[config.mk]
export PLATFORM = sky130hd
export DESIGN_NAME = adc_digout_deser_flat
export DESIGN_NICKNAME = d
export VERILOG_FILES = /design/src/rtl/adc_digout_if.sv /design/src/rtl/adc_digout_deser.sv /design/src/flat_wrapper.sv
export SDC_FILE = /design/constraint.sdc
export NUM_CORES = 1
export LEC_CHECK = 0
export ABC_AREA = 1
export BUFFER_PORTS_ARGS = -buffer_cell sky130_fd_sc_hd__buf_2
export CAP_MARGIN = 20
export CORE_ASPECT_RATIO = 0.7
export CORE_MARGIN = 1.5
export CORE_UTILIZATION = 45
export CTS_BUF_LIST = sky130_fd_sc_hd__clkbuf_8
export DETAILED_ROUTE_END_ITERATION = 7
export PLACE_DENSITY = 0.72
export SLEW_MARGIN = 25
export SYNTH_ARGS = -nofsm -noshare
export SYNTH_HDL_FRONTEND = slang
export SYNTH_SLANG_ARGS = --single-unit
export TNS_END_PERCENT = 10
[constraint.sdc]
create_clock -name clk -period 5.9 [get_ports clk]
set_input_delay 1.18 -clock clk [delete_from_list [all_inputs] [get_ports clk]]
set_output_delay 1.18 -clock clk [all_outputs]
set_load 0.05 [all_outputs]
[src/rtl/adc_digout_if.sv]
// Bundle of the DIGOUT receive bus and the assembled-word results of the deserializer.
// The generator side (master) drives the row/bit strobes and lanes; the deserializer (slave) returns words.
interface adc_digout_if #(
    parameter int NBITS  = 12,
    parameter int NLANES = 17
) ();
    logic                      RST_BAR_LTCHD;
    logic                      ADC_DATA_VALID;
    logic [NLANES:1]           DIGOUT;
    logic                      word_valid;
    logic [NLANES*NBITS-1:0]   word_data;
    logic                      lane_mismatch;
    logic                      value_mismatch;
    logic                      err_flag;
    logic [15:0]               err_count;
    logic [31:0]               word_count;
    logic                      timeout_flag;

    modport master (
        output RST_BAR_LTCHD, ADC_DATA_VALID, DIGOUT,
        input  word_valid, word_data, lane_mismatch, value_mismatch,
               err_flag, err_count, word_count, timeout_flag
    );

    modport slave (
        input  RST_BAR_LTCHD, ADC_DATA_VALID, DIGOUT,
        output word_valid, word_data, lane_mismatch, value_mismatch,
               err_flag, err_count, word_count, timeout_flag
    );
endinterface

[src/rtl/adc_digout_deser.sv]
// DIGOUT deserializer: assembles NBITS LSB-first bits per lane per row and checks the
// words against the incrementing row-address test pattern, with a per-bit stall timeout.
module adc_digout_deser #(
    parameter int NBITS   = 12,
    parameter int NLANES  = 17,
    parameter int TIMEOUT = 1024
) (
    input  logic            clk,
    input  logic            rst,
    adc_digout_if.slave     bus
);
    localparam int WW = NLANES * NBITS;
    localparam int BW = (NBITS > 1) ? $clog2(NBITS) : 1;
    localparam int TW = (TIMEOUT > 1) ? $clog2(TIMEOUT) : 1;

    typedef enum logic {S_IDLE, S_SHIFT} state_t;

    state_t                 state_q, state_d;
    logic                   rst_bar_q;
    logic                   valid_q, valid_qq;
    logic [NLANES:1]        digout_q;
    logic [BW-1:0]          bcnt_q, bcnt_d;
    logic [TW-1:0]          tcnt_q, tcnt_d;
    logic [WW-1:0]          sr_q, sr_d;
    logic [WW-1:0]          sr_shift;
    logic [NLANES-1:0]      lane_diff;
    logic                   word_valid_q, word_valid_d;
    logic [WW-1:0]          word_data_q, word_data_d;
    logic                   lane_mm_q, lane_mm_d;
    logic                   value_mm_q, value_mm_d;
    logic                   err_flag_q, err_flag_d;
    logic [15:0]            err_count_q, err_count_d;
    logic [31:0]            word_count_q, word_count_d;
    logic                   timeout_q, timeout_d;
    logic [NBITS-1:0]       expected_q, expected_d;
    logic                   bit_edge;
    logic [NBITS-1:0]       lane1;

    assign bit_edge = valid_q & ~valid_qq;
    assign lane1    = sr_shift[NBITS-1:0];

    // Each lane shifts its new bit in at the MSB so the first bit ends up at bit 0.
    generate
        for (genvar gi = 0; gi < NLANES; gi++) begin : g_lane
            assign sr_shift[gi*NBITS +: NBITS] =
                {digout_q[gi+1], sr_q[gi*NBITS+1 +: NBITS-1]};
            assign lane_diff[gi] = (sr_shift[gi*NBITS +: NBITS] != lane1);
        end
    endgenerate

    always_comb begin
        state_d      = state_q;
        bcnt_d       = bcnt_q;
        tcnt_d       = tcnt_q;
        sr_d         = sr_q;
        word_valid_d = 1'b0;
        word_data_d  = word_data_q;
        lane_mm_d    = 1'b0;
        value_mm_d   = 1'b0;
        err_flag_d   = err_flag_q;
        err_count_d  = err_count_q;
        word_count_d = word_count_q;
        timeout_d    = timeout_q;
        expected_d   = expected_q;
        case (state_q)
            S_IDLE: begin
                bcnt_d = '0;
                tcnt_d = '0;
                if (!rst_bar_q) state_d = S_SHIFT;
            end
            S_SHIFT: begin
                if (bit_edge) begin
                    sr_d   = sr_shift;
                    tcnt_d = '0;
                    if (bcnt_q == BW'(NBITS-1)) begin
                        word_valid_d = 1'b1;
                        word_data_d  = sr_shift;
                        lane_mm_d    = |lane_diff;
                        value_mm_d   = (lane1 != expected_q);
                        // Resync to the received row so a dropped row costs one error.
                        expected_d   = lane1 + NBITS'(1);
                        word_count_d = word_count_q + 32'd1;
                        if (lane_mm_d || value_mm_d) begin
                            err_flag_d = 1'b1;
                            if (err_count_q != 16'hFFFF) err_count_d = err_count_q + 16'd1;
                        end
                        bcnt_d  = '0;
                        state_d = S_IDLE;
                    end else begin
                        bcnt_d = bcnt_q + BW'(1);
                    end
                end else if (tcnt_q == TW'(TIMEOUT-1)) begin
                    timeout_d  = 1'b1;
                    err_flag_d = 1'b1;
                    bcnt_d     = '0;
                    tcnt_d     = '0;
                    state_d    = S_IDLE;
                end else begin
                    tcnt_d = tcnt_q + TW'(1);
                end
            end
            default: state_d = S_IDLE;
        endcase
    end

    always_ff @(posedge clk) begin
        if (rst) begin
            state_q      <= S_IDLE;
            rst_bar_q    <= 1'b1;
            valid_q      <= 1'b0;
            valid_qq     <= 1'b0;
            digout_q     <= '0;
            bcnt_q       <= '0;
            tcnt_q       <= '0;
            sr_q         <= '0;
            word_valid_q <= 1'b0;
            word_data_q  <= '0;
            lane_mm_q    <= 1'b0;
            value_mm_q   <= 1'b0;
            err_flag_q   <= 1'b0;
            err_count_q  <= '0;
            word_count_q <= '0;
            timeout_q    <= 1'b0;
            expected_q   <= '0;
        end else begin
            state_q      <= state_d;
            rst_bar_q    <= bus.RST_BAR_LTCHD;
            valid_q      <= bus.ADC_DATA_VALID;
            valid_qq     <= valid_q;
            digout_q     <= bus.DIGOUT;
            bcnt_q       <= bcnt_d;
            tcnt_q       <= tcnt_d;
            sr_q         <= sr_d;
            word_valid_q <= word_valid_d;
            word_data_q  <= word_data_d;
            lane_mm_q    <= lane_mm_d;
            value_mm_q   <= value_mm_d;
            err_flag_q   <= err_flag_d;
            err_count_q  <= err_count_d;
            word_count_q <= word_count_d;
            timeout_q    <= timeout_d;
            expected_q   <= expected_d;
        end
    end

    assign bus.word_valid     = word_valid_q;
    assign bus.word_data      = word_data_q;
    assign bus.lane_mismatch  = lane_mm_q;
    assign bus.value_mismatch = value_mm_q;
    assign bus.err_flag       = err_flag_q;
    assign bus.err_count      = err_count_q;
    assign bus.word_count     = word_count_q;
    assign bus.timeout_flag   = timeout_q;
endmodule

[src/flat_wrapper.sv]
// flat-port wrapper written by rule: the top's interface ports become plain ports
module adc_digout_deser_flat 
#(
    parameter int NBITS   = 12,
    parameter int NLANES  = 17,
    parameter int TIMEOUT = 1024
)
  (clk, rst, bus_RST_BAR_LTCHD, bus_ADC_DATA_VALID, bus_DIGOUT, bus_word_valid, bus_word_data, bus_lane_mismatch, bus_value_mismatch, bus_err_flag, bus_err_count, bus_word_count, bus_timeout_flag);
  adc_digout_if #(.NBITS(NBITS), .NLANES(NLANES)) bus_i ();
  input  logic clk;
  input  logic rst;
  input wire logic [$bits(bus_i.RST_BAR_LTCHD)-1:0] bus_RST_BAR_LTCHD;
  input wire logic [$bits(bus_i.ADC_DATA_VALID)-1:0] bus_ADC_DATA_VALID;
  input wire logic [$bits(bus_i.DIGOUT)-1:0] bus_DIGOUT;
  output wire logic [$bits(bus_i.word_valid)-1:0] bus_word_valid;
  output wire logic [$bits(bus_i.word_data)-1:0] bus_word_data;
  output wire logic [$bits(bus_i.lane_mismatch)-1:0] bus_lane_mismatch;
  output wire logic [$bits(bus_i.value_mismatch)-1:0] bus_value_mismatch;
  output wire logic [$bits(bus_i.err_flag)-1:0] bus_err_flag;
  output wire logic [$bits(bus_i.err_count)-1:0] bus_err_count;
  output wire logic [$bits(bus_i.word_count)-1:0] bus_word_count;
  output wire logic [$bits(bus_i.timeout_flag)-1:0] bus_timeout_flag;
  assign bus_i.RST_BAR_LTCHD = bus_RST_BAR_LTCHD;
  assign bus_i.ADC_DATA_VALID = bus_ADC_DATA_VALID;
  assign bus_i.DIGOUT = bus_DIGOUT;
  assign bus_word_valid = bus_i.word_valid;
  assign bus_word_data = bus_i.word_data;
  assign bus_lane_mismatch = bus_i.lane_mismatch;
  assign bus_value_mismatch = bus_i.value_mismatch;
  assign bus_err_flag = bus_i.err_flag;
  assign bus_err_count = bus_i.err_count;
  assign bus_word_count = bus_i.word_count;
  assign bus_timeout_flag = bus_i.timeout_flag;
  adc_digout_deser #(.NBITS(NBITS), .NLANES(NLANES), .TIMEOUT(TIMEOUT)) u_core (.clk(clk), .rst(rst), .bus(bus_i));
endmodule
==> results summary, run 1 <==
The sink count of the clock tree came out at 491. Counting flops with a built-in enable in the synthesized netlist gives 0. The power density relative to cell area is 299.3 nW/um^2. The post-detailed-routing wire length is 71,800 microns.

Before antenna repair, the detailed router went through 7 iterations. The fmax is 293.6 MHz. The max-slew violation count came out at 0. The die is 257.2 microns wide. Measured in cells, the most critical reg-to-reg path has a length of 7. The final total power is 7.061 mW. The cell count after placement came out at 3,446.

At the pin with the least slew margin, the transition time is 1.100 ns. The maximum clock skew at final layout is 0.03214 ns. The synthesized design contains 491 register bits. Final hold analysis gives a worst-case slack of 0.4415 ns. The total setup violations reported at the end of the flow is 0. Hold repair after CTS inserted 0 buffers.

The post-route fraction of the period consumed by the critical path came out at 57.73%. Summing all placed instances gives a cell area of 21,850 sq um. The worst setup slack after layout came out at 2.494 ns. Measured against its own limit, the worst slew margin works out to 26.64%. The mean number of vias per cell came out at 5.564. TritonCTS built the clock tree.

The type of the worst min-delay path is flip-flop to flip-flop. The number of max-cap violations came out at 0. Once layout is done, the placed cells without fillers occupy 23,590 sq um. The final core utilization is 53.46%. VDD sags by at most 0.0001386 V. The unique cell type count in the Yosys netlist came out at 39. The startpoint identified for the worst register-to-register timing path is u_core.state_q$_SDFF_PP0_. Tracing the worst setup path back leads to its startpoint at u_core.state_q$_SDFF_PP0_. After synthesis, the cell types taking the most area are sky130_fd_sc_hd__dfxtp_1 (48%), sky130_fd_sc_hd__o21ai_0 (10%), sky130_fd_sc_hd__nand2_1 (8.2%), sky130_fd_sc_hd__a21oi_1 (6.4%), sky130_fd_sc_hd__inv_1 (5.3%). The wire length of the first global-routing pass is 107,100 microns. The capture point of the critical path is u_core.bus.word_data[21]$_SDFFE_PP0P_. The worst setup path is launched from a flip-flop. The count of buffers inserted at the top-level ports is 277. The clock period could shrink to 3.406 ns. The number of cell rows came out at 64. The die area came out at 46,540 sq um. The flow ran to the end, and the final reports show no timing, DRC or antenna violations. The worst-case clock buffer depth came out at 3. The kind of critical path is flip-flop to flip-flop. For this run, the register share of the synthesized area comes to 48.29%.

The kind of end point of the critical path is a flip-flop. The congestion estimate from routability-driven global placement came to 0.9969. The die span in y is 180.9 microns. Data arrives at the worst endpoint at 3.98 ns.

The floorplan core area is 44,120 sq um. The share of final-layout standard cells stronger than drive strength 1 came out at 15.15%. sky130_fd_sc_hd__dfxtp_1 takes more of the synthesized area than any other cell. The most used flip-flop cell after synthesis is sky130_fd_sc_hd__dfxtp_1. The average size of a mapped cell came out at 7.448 sq um. The number of hold violations in the final report came out at 0. The routed wire length per instance came out at 20.02 microns. The reg-to-reg endpoint is u_core.bus.word_data[21]$_SDFFE_PP0P_. The post-synthesis instance total is 2,733. The largest net degree at the start of global routing came out at 279. Setup repair after global routing left no endpoint under its margin. The count of antenna-violating nets left after detailed routing is 0. The TritonCTS buffer count came out at 78. The count of non-filler cells in the finished layout is 3,586. The remaining global-route overflow is 0. The worst slack at placement is 2.541 ns. The required time of the critical path is 6.47 ns. The number of vias after detailed routing is 19,950. The maximum level of the CTS H-tree is 3. The global router's overall resource usage is 29.74%. The number of DRC violations after detailed routing came out at 0. The setup check on the worst reg-to-reg path leaves a slack of 2.49 ns. The clock transition at the registers of the reported paths came out at 0.07 ns. The via count of the first global-routing pass came out at 18,040. The cell at the root of the clock tree is sky130_fd_sc_hd__clkbuf_8. The worst-skew pair later-pin latency is 0.68 ns. The leakage component of the power came out at 10.05 nW. The I/O pin total came out at 278. From synthesis to final layout, the design area changed by 15.88%. The post-synthesis net count came out at 2,759. The total number of yosys warnings is 0. The maximum net fanout on the critical path is 96. The fraction of synthesized cell area taken by the top area cell type came out at 48.29%.

At the end of the flow, the number of nets in the layout was 2,959. The post-synthesis instance area is 20,360 sq um. The number of DRC markers after the initial detailed-route iteration came out at 2,724. In this run, post-CTS repair resized a total of 0 instances. The initial cell density of the core is 46.13%. For the final routed database, the setup TNS stands at 0 ns. By count the netlist is led by sky130_fd_sc_hd__dfxtp_1 (491), sky130_fd_sc_hd__nand2_1 (446), sky130_fd_sc_hd__o21ai_0 (411).

The number of antenna violations at the first check in global routing is 4. The proportion of synthesized flip-flops having asynchronous set or reset came out at 0%. After legalization and detailed placement, the total HPWL measured 50,060 microns. Among all cell types in the netlist, the one instantiated most often is sky130_fd_sc_hd__dfxtp_1. The number of post-CTS setup repair buffers came out at 0.
==> placed cells by master (no fill, tap or decap), types with 26 or more instances in the layout <==
cell,instances
sky130_fd_sc_hd__dfxtp_1,491
sky130_fd_sc_hd__nand2_1,445
sky130_fd_sc_hd__o21ai_0,411
sky130_fd_sc_hd__inv_1,304
sky130_fd_sc_hd__buf_2,277
sky130_fd_sc_hd__a21oi_1,259
sky130_fd_sc_hd__nor2_1,221
sky130_fd_sc_hd__nand3_1,204
sky130_fd_sc_hd__clkbuf_8,102
sky130_fd_sc_hd__xnor2_1,35
sky130_fd_sc_hd__xor2_1,31
sky130_fd_sc_hd__nand4_1,27
sky130_fd_sc_hd__nor3_1,26
==> cell families (layout without fill, tap and decap cells) <==
family          after synthesis  count (layout)  synth area share (%)
compound gates              731             731                 18.62
buf+inv                     480             737                 9.828
flops                       491             491                 48.29
other cells                   0               2                     0
xor+xnor                     66              66                 2.840
fa+ha+maj                     5               5                0.3073
simple gates                960             960                 20.12
==> routing by layer <==
layer / wire length (microns) / up-vias / share of wire (%) / track usage [%]
met5: 92 / - / 0.13 / 0
met4: 2287 / 4 / 3.2 / 10.47
met3: 8550 / 176 / 12 / 8.642
met2: 30350 / 1051 / 42 / 43.82
met1: 30510 / 9366 / 42 / 41.26
li1: - / 9357 / - / -
==> cell type report <==
type	count	area (sq um)
clock inverters	35	305.3
flip-flops and latches	491	9829
well taps	594	743.2
repair buffers	300	1617
diodes	2	5.005
multi-input cells	1762	8538
inverters	300	1147
fillers	4195	20530
clock buffers	102	1404
==> worst max-delay path: stages, from the launching register on <==
cell	delay, ns
sky130_fd_sc_hd__dfxtp_1	0.48
sky130_fd_sc_hd__inv_1	0.14
sky130_fd_sc_hd__nor2_2	0.51
sky130_fd_sc_hd__nand2_4	0.51
sky130_fd_sc_hd__nor2_1	0.32
sky130_fd_sc_hd__clkinv_2	0.45
sky130_fd_sc_hd__buf_4	0.52
sky130_fd_sc_hd__o21ai_0	0.28
==> how the worst min path moves through the flow <==
stage / cells after the start / slack (ns) / start / to
2_1_floorplan: 1 / 0.39 / u_core.rst_bar_q$_SDFF_PP1_ / u_core.state_q$_SDFF_PP0_
3_3_place_gp: 1 / 0.43 / u_core.rst_bar_q$_SDFF_PP1_ / u_core.state_q$_SDFF_PP0_
3_5_place_dp: 1 / 0.43 / u_core.rst_bar_q$_SDFF_PP1_ / u_core.state_q$_SDFF_PP0_
4_1_cts: 2 / 0.44 / u_core.valid_q$_SDFF_PP0_ / u_core.valid_qq$_SDFF_PP0_
5_1_grt: 1 / 0.46 / u_core.rst_bar_q$_SDFF_PP1_ / u_core.state_q$_SDFF_PP0_
6_report: 1 / 0.44 / u_core.rst_bar_q$_SDFF_PP1_ / u_core.state_q$_SDFF_PP0_
==> sequential cells by signal (all words and copies together), names as in the netlist <==
register	count
u_core.bus.word_data	204
u_core.sr_q	187
u_core.bus.word_count	32
u_core.digout_q	17
u_core.bus.err_count	16
u_core.expected_q	12
u_core.tcnt_q	10
u_core.bcnt_q	4
u_core.bus.err_flag	1
u_core.bus.lane_mismatch	1
u_core.bus.timeout_flag	1
u_core.bus.value_mismatch	1
u_core.bus.word_valid	1
u_core.rst_bar_q	1
u_core.state_q	1
u_core.valid_q	1
u_core.valid_qq	1
==> where the power goes <==
part	leakage, nW	switching, mW	internal, mW
sequential	3.97	0.0521	3.37
clock	0.937	1.42	1.77
combinational	5.15	0.329	0.120
No activity file was read; power rests on OpenSTA's default activity.
==> run 2: changes to the inputs <==
- PLACE_DENSITY: 0.72 -> 0.74
- clock period: 5.9 -> 3 ns (I/O delays scaled with it)
==> results summary, run 2 (synthesized netlist as in run 1, its figures left out) <==
The global placement routability congestion is 1.069. The number of DRC violations after detailed routing came out at 0. The remaining global-route overflow came out at 0. Leaving out fill and tap cells, the most frequent cell in the layout is sky130_fd_sc_hd__dfxtp_1. The TritonCTS buffer count came out at 77. Including well taps, the total number of placed cells is 3,467. The count of non-filler cells in the finished layout came out at 3,607. In this run, the combinational gates consume 6.6% of the power. The number of optimization iterations in the first detailed-route pass came out at 8.

The sink count of the clock tree is 491. The first global-routing pass estimated 113,200 microns of wire. The fmax came out at 351.8 MHz.

The total setup violations reported at the end of the flow is 0. The final route contains 20,080 vias. Adding up every negative setup slack in the final design gives 0 ns.

The part of the total power dissipated in sequential elements is 48.7%. STA classifies the critical path startpoint as a flip-flop. The number of max-cap violations is 0. The post-detailed-routing wire length is 76,000 microns.

In this run, the clock network consumes 44.7% of the power. In this run the static leakage power is 10.15 nW. The net count of the finished layout is 2,979.

The clock transition at the registers of the reported paths is 0.07 ns. The number of DRC markers after the initial detailed-route iteration came out at 2,428. The total area inside the core boundary comes to 44,120 sq um.

The max-slew violation count is 0. The number of cell rows came out at 64. The worst-skew pair later-pin latency is 0.65 ns. The die span in y is 180.9 microns. The count of nets left with antenna violations once routing finished came out at 0.

The slowest stage of the critical path belongs to the cell sky130_fd_sc_hd__inv_2. Leaving out fill and tap cells, the most frequent cells in the layout are sky130_fd_sc_hd__dfxtp_1 (490), sky130_fd_sc_hd__nand2_1 (445), sky130_fd_sc_hd__o21ai_0 (411). The path class of the tightest hold or removal check is primary input to flip-flop.

The switching part of the total power is 25.48%. Data arrives at the worst endpoint at 3.39 ns. The initial cell density of the core is 46.13%. The flip-flop count of the largest register, all copies and words added is 204. The kind of critical path is flip-flop to flip-flop.

The flop-to-flop setup slack came out at 0.16 ns. Along the worst path, the maximum fanout reaches 20. Across all hold checks on the routed design, the worst slack comes to 0.1547 ns. The placed wire-length estimate came out at 54,840 microns.

The via count of the first global-routing pass was 18,280. In this run the critical register-to-register path is launched from u_core.sr_q[3]$_SDFFE_PP0P_. The mean number of vias per cell is 5.566. The count of buffers inserted at the top-level ports came out at 277.

Across the routed clock network, the largest skew measured is 0.02947 ns. The pin slew with the least headroom to its limit is 0.9747 ns. The share of final-layout standard cells stronger than drive strength 1 is 15.68%. In this run the critical register-to-register path is captured at u_core.bus.err_count[5]$_SDFFE_PP0P_. The I/O pin total is 278.

STA classifies the critical path endpoint as a flip-flop. The summed area of non-filler cells in the final layout is 23,780 sq um. The worst path in the final design needs a cycle of 2.843 ns, including I/O delays and setup.

The layout overhead on the synthesized area is 16.83%. The run finished with clean final reports. The die area is 46,540 sq um. The delay of the slowest cell on the worst path came out at 0.41 ns.

No sink is reached through more buffers than the 3 on the longest clock path. In this run the most critical hold path is launched from bus_DIGOUT[12]. The power density relative to cell area is 582.1 nW/um^2. The fill cell instance count of the final layout came out at 4,232. The number of antenna violations at the first check in global routing is 2. The number of hold violations in the final report is 0. Entering global routing, the biggest net connects 235 pins.

Across every metal layer, demand over resource in global routing totals 31.81%. The number of buffer and inverter instances along the worst setup path came out at 1. Measured along the x axis, the die boundary spans 257.2 microns. Walking the worst path, the cells encountered are inv_2 -> nand3_1 -> nand2_1 -> nand2_1 -> nor2_1 -> nand2_1 -> nor2_1 -> nand2_1 -> nor2_4 -> nand3_4 -> nand2_4 -> nand2_1 -> a21oi_1. The worst IR drop on VDD came out at 0.0003135 V. In this run the clock root is driven by a sky130_fd_sc_hd__clkbuf_8.

In the final routed layout, each cell accounts on average for 21.07 microns. The area after detailed placement is 22,070 sq um. The category of cells accounting for the largest share of critical-path delay is simple AND/OR/NAND/NOR gates. The internal power is 10.32 mW.

The path with the worst hold slack has its endpoint at u_core.digout_q[13]$_SDFF_PP0_. The maximum level of the CTS H-tree is 3. Counting cells, the worst reg-to-reg path comes to 13. The cell occurring most often along the worst timing path is sky130_fd_sc_hd__nand2_1. The TritonCTS clock tree is done. Setup repair after global routing left no endpoint under its margin. The worst slew margin relative to its limit came out at 34.81%. The required time of the critical path is 3.55 ns. The switching component of the power came out at 3.527 mW. The instance count along the most critical hold path is 3.

The post-route fraction of the period consumed by the critical path came out at 94.76%.
==> run 2: cell type report <==
type	count	area, sq um	share of cell area (%)
clock inverters	40	345.3	1.452
inverters	300	1147	4.825
diodes	2	5.005	0.02104
multi-input cells	1762	8538	35.90
clock buffers	97	1335	5.614
well taps	594	743.2	3.125
flip-flops and latches	491	9831	41.34
repair buffers	321	1837	7.723
==> run 2: per-layer routing <==
| metal | global-route usage, % | wire (microns) | vias to the layer above |
|---|---|---|---|
| met4 | 10.35 | 2166 | 0 |
| met3 | 7.884 | 8403 | 144 |
| met5 | 0 | 0 | - |
| met1 | 46.74 | 34240 | 9473 |
| li1 | - | - | 9400 |
| met2 | 45.11 | 31180 | 1058 |
==> run 2: timing repair <==
item                                    CTS  global route
endpoints found under the setup margin    0             6
hold buffers                              0             0
resized for setup                         0             1
setup buffers                             0             0
==> run 2: metrics by stage <==
stage / worst slack, ns / total power [mW] / utilization (%)
after floorplan: 0.6892 / 7.396 / -
after global placement: 0.3561 / 7.749 / 50.01
after detailed placement: 0.2965 / 7.754 / 50.01
after CTS: 0.2724 / 13.85 / 53.82
after global routing: 0.00004108 / 14.28 / 53.89
final: 0.1572 / 13.84 / 53.90
==> run 2: power groups by stage <==
stage | Sequential, mW | Clock (mW) | Combinational, mW
floorplan | 6.81 | 0 | 0.581
finish | 6.74 | 6.19 | 0.919
detailed placement | 6.88 | 0 | 0.879
global route | 6.74 | 6.55 | 0.992
global placement | 6.87 | 0 | 0.874
CTS | 6.73 | 6.24 | 0.884
==> run 2: worst max-delay path by stage <==
stage / from / end / slack (ns) / cells after the start
finish: u_core.sr_q[3]$_SDFFE_PP0P_ / u_core.bus.err_count[5]$_SDFFE_PP0P_ / 0.16 / 13
CTS: u_core.sr_q[10]$_SDFFE_PP0P_ / u_core.bus.err_count[5]$_SDFFE_PP0P_ / 0.27 / 12
detailed placement: u_core.sr_q[10]$_SDFFE_PP0P_ / u_core.bus.err_count[5]$_SDFFE_PP0P_ / 0.30 / 12
floorplan: u_core.bus.err_count[1]$_SDFFE_PP0P_ / u_core.bus.err_count[10]$_SDFFE_PP0P_ / 0.69 / 9
global route: u_core.sr_q[3]$_SDFFE_PP0P_ / u_core.bus.err_count[3]$_SDFFE_PP0P_ / 0.00004 / 13
global placement: u_core.sr_q[3]$_SDFFE_PP0P_ / u_core.bus.err_count[14]$_SDFFE_PP0P_ / 0.36 / 13
==> run 2: tightest hold or removal path, delay by kind of cell <==
kind / cells / cell delay (ns)
buffers and inverters: 2 / 0.14
AND/OR/NAND/NOR: 1 / 0.03
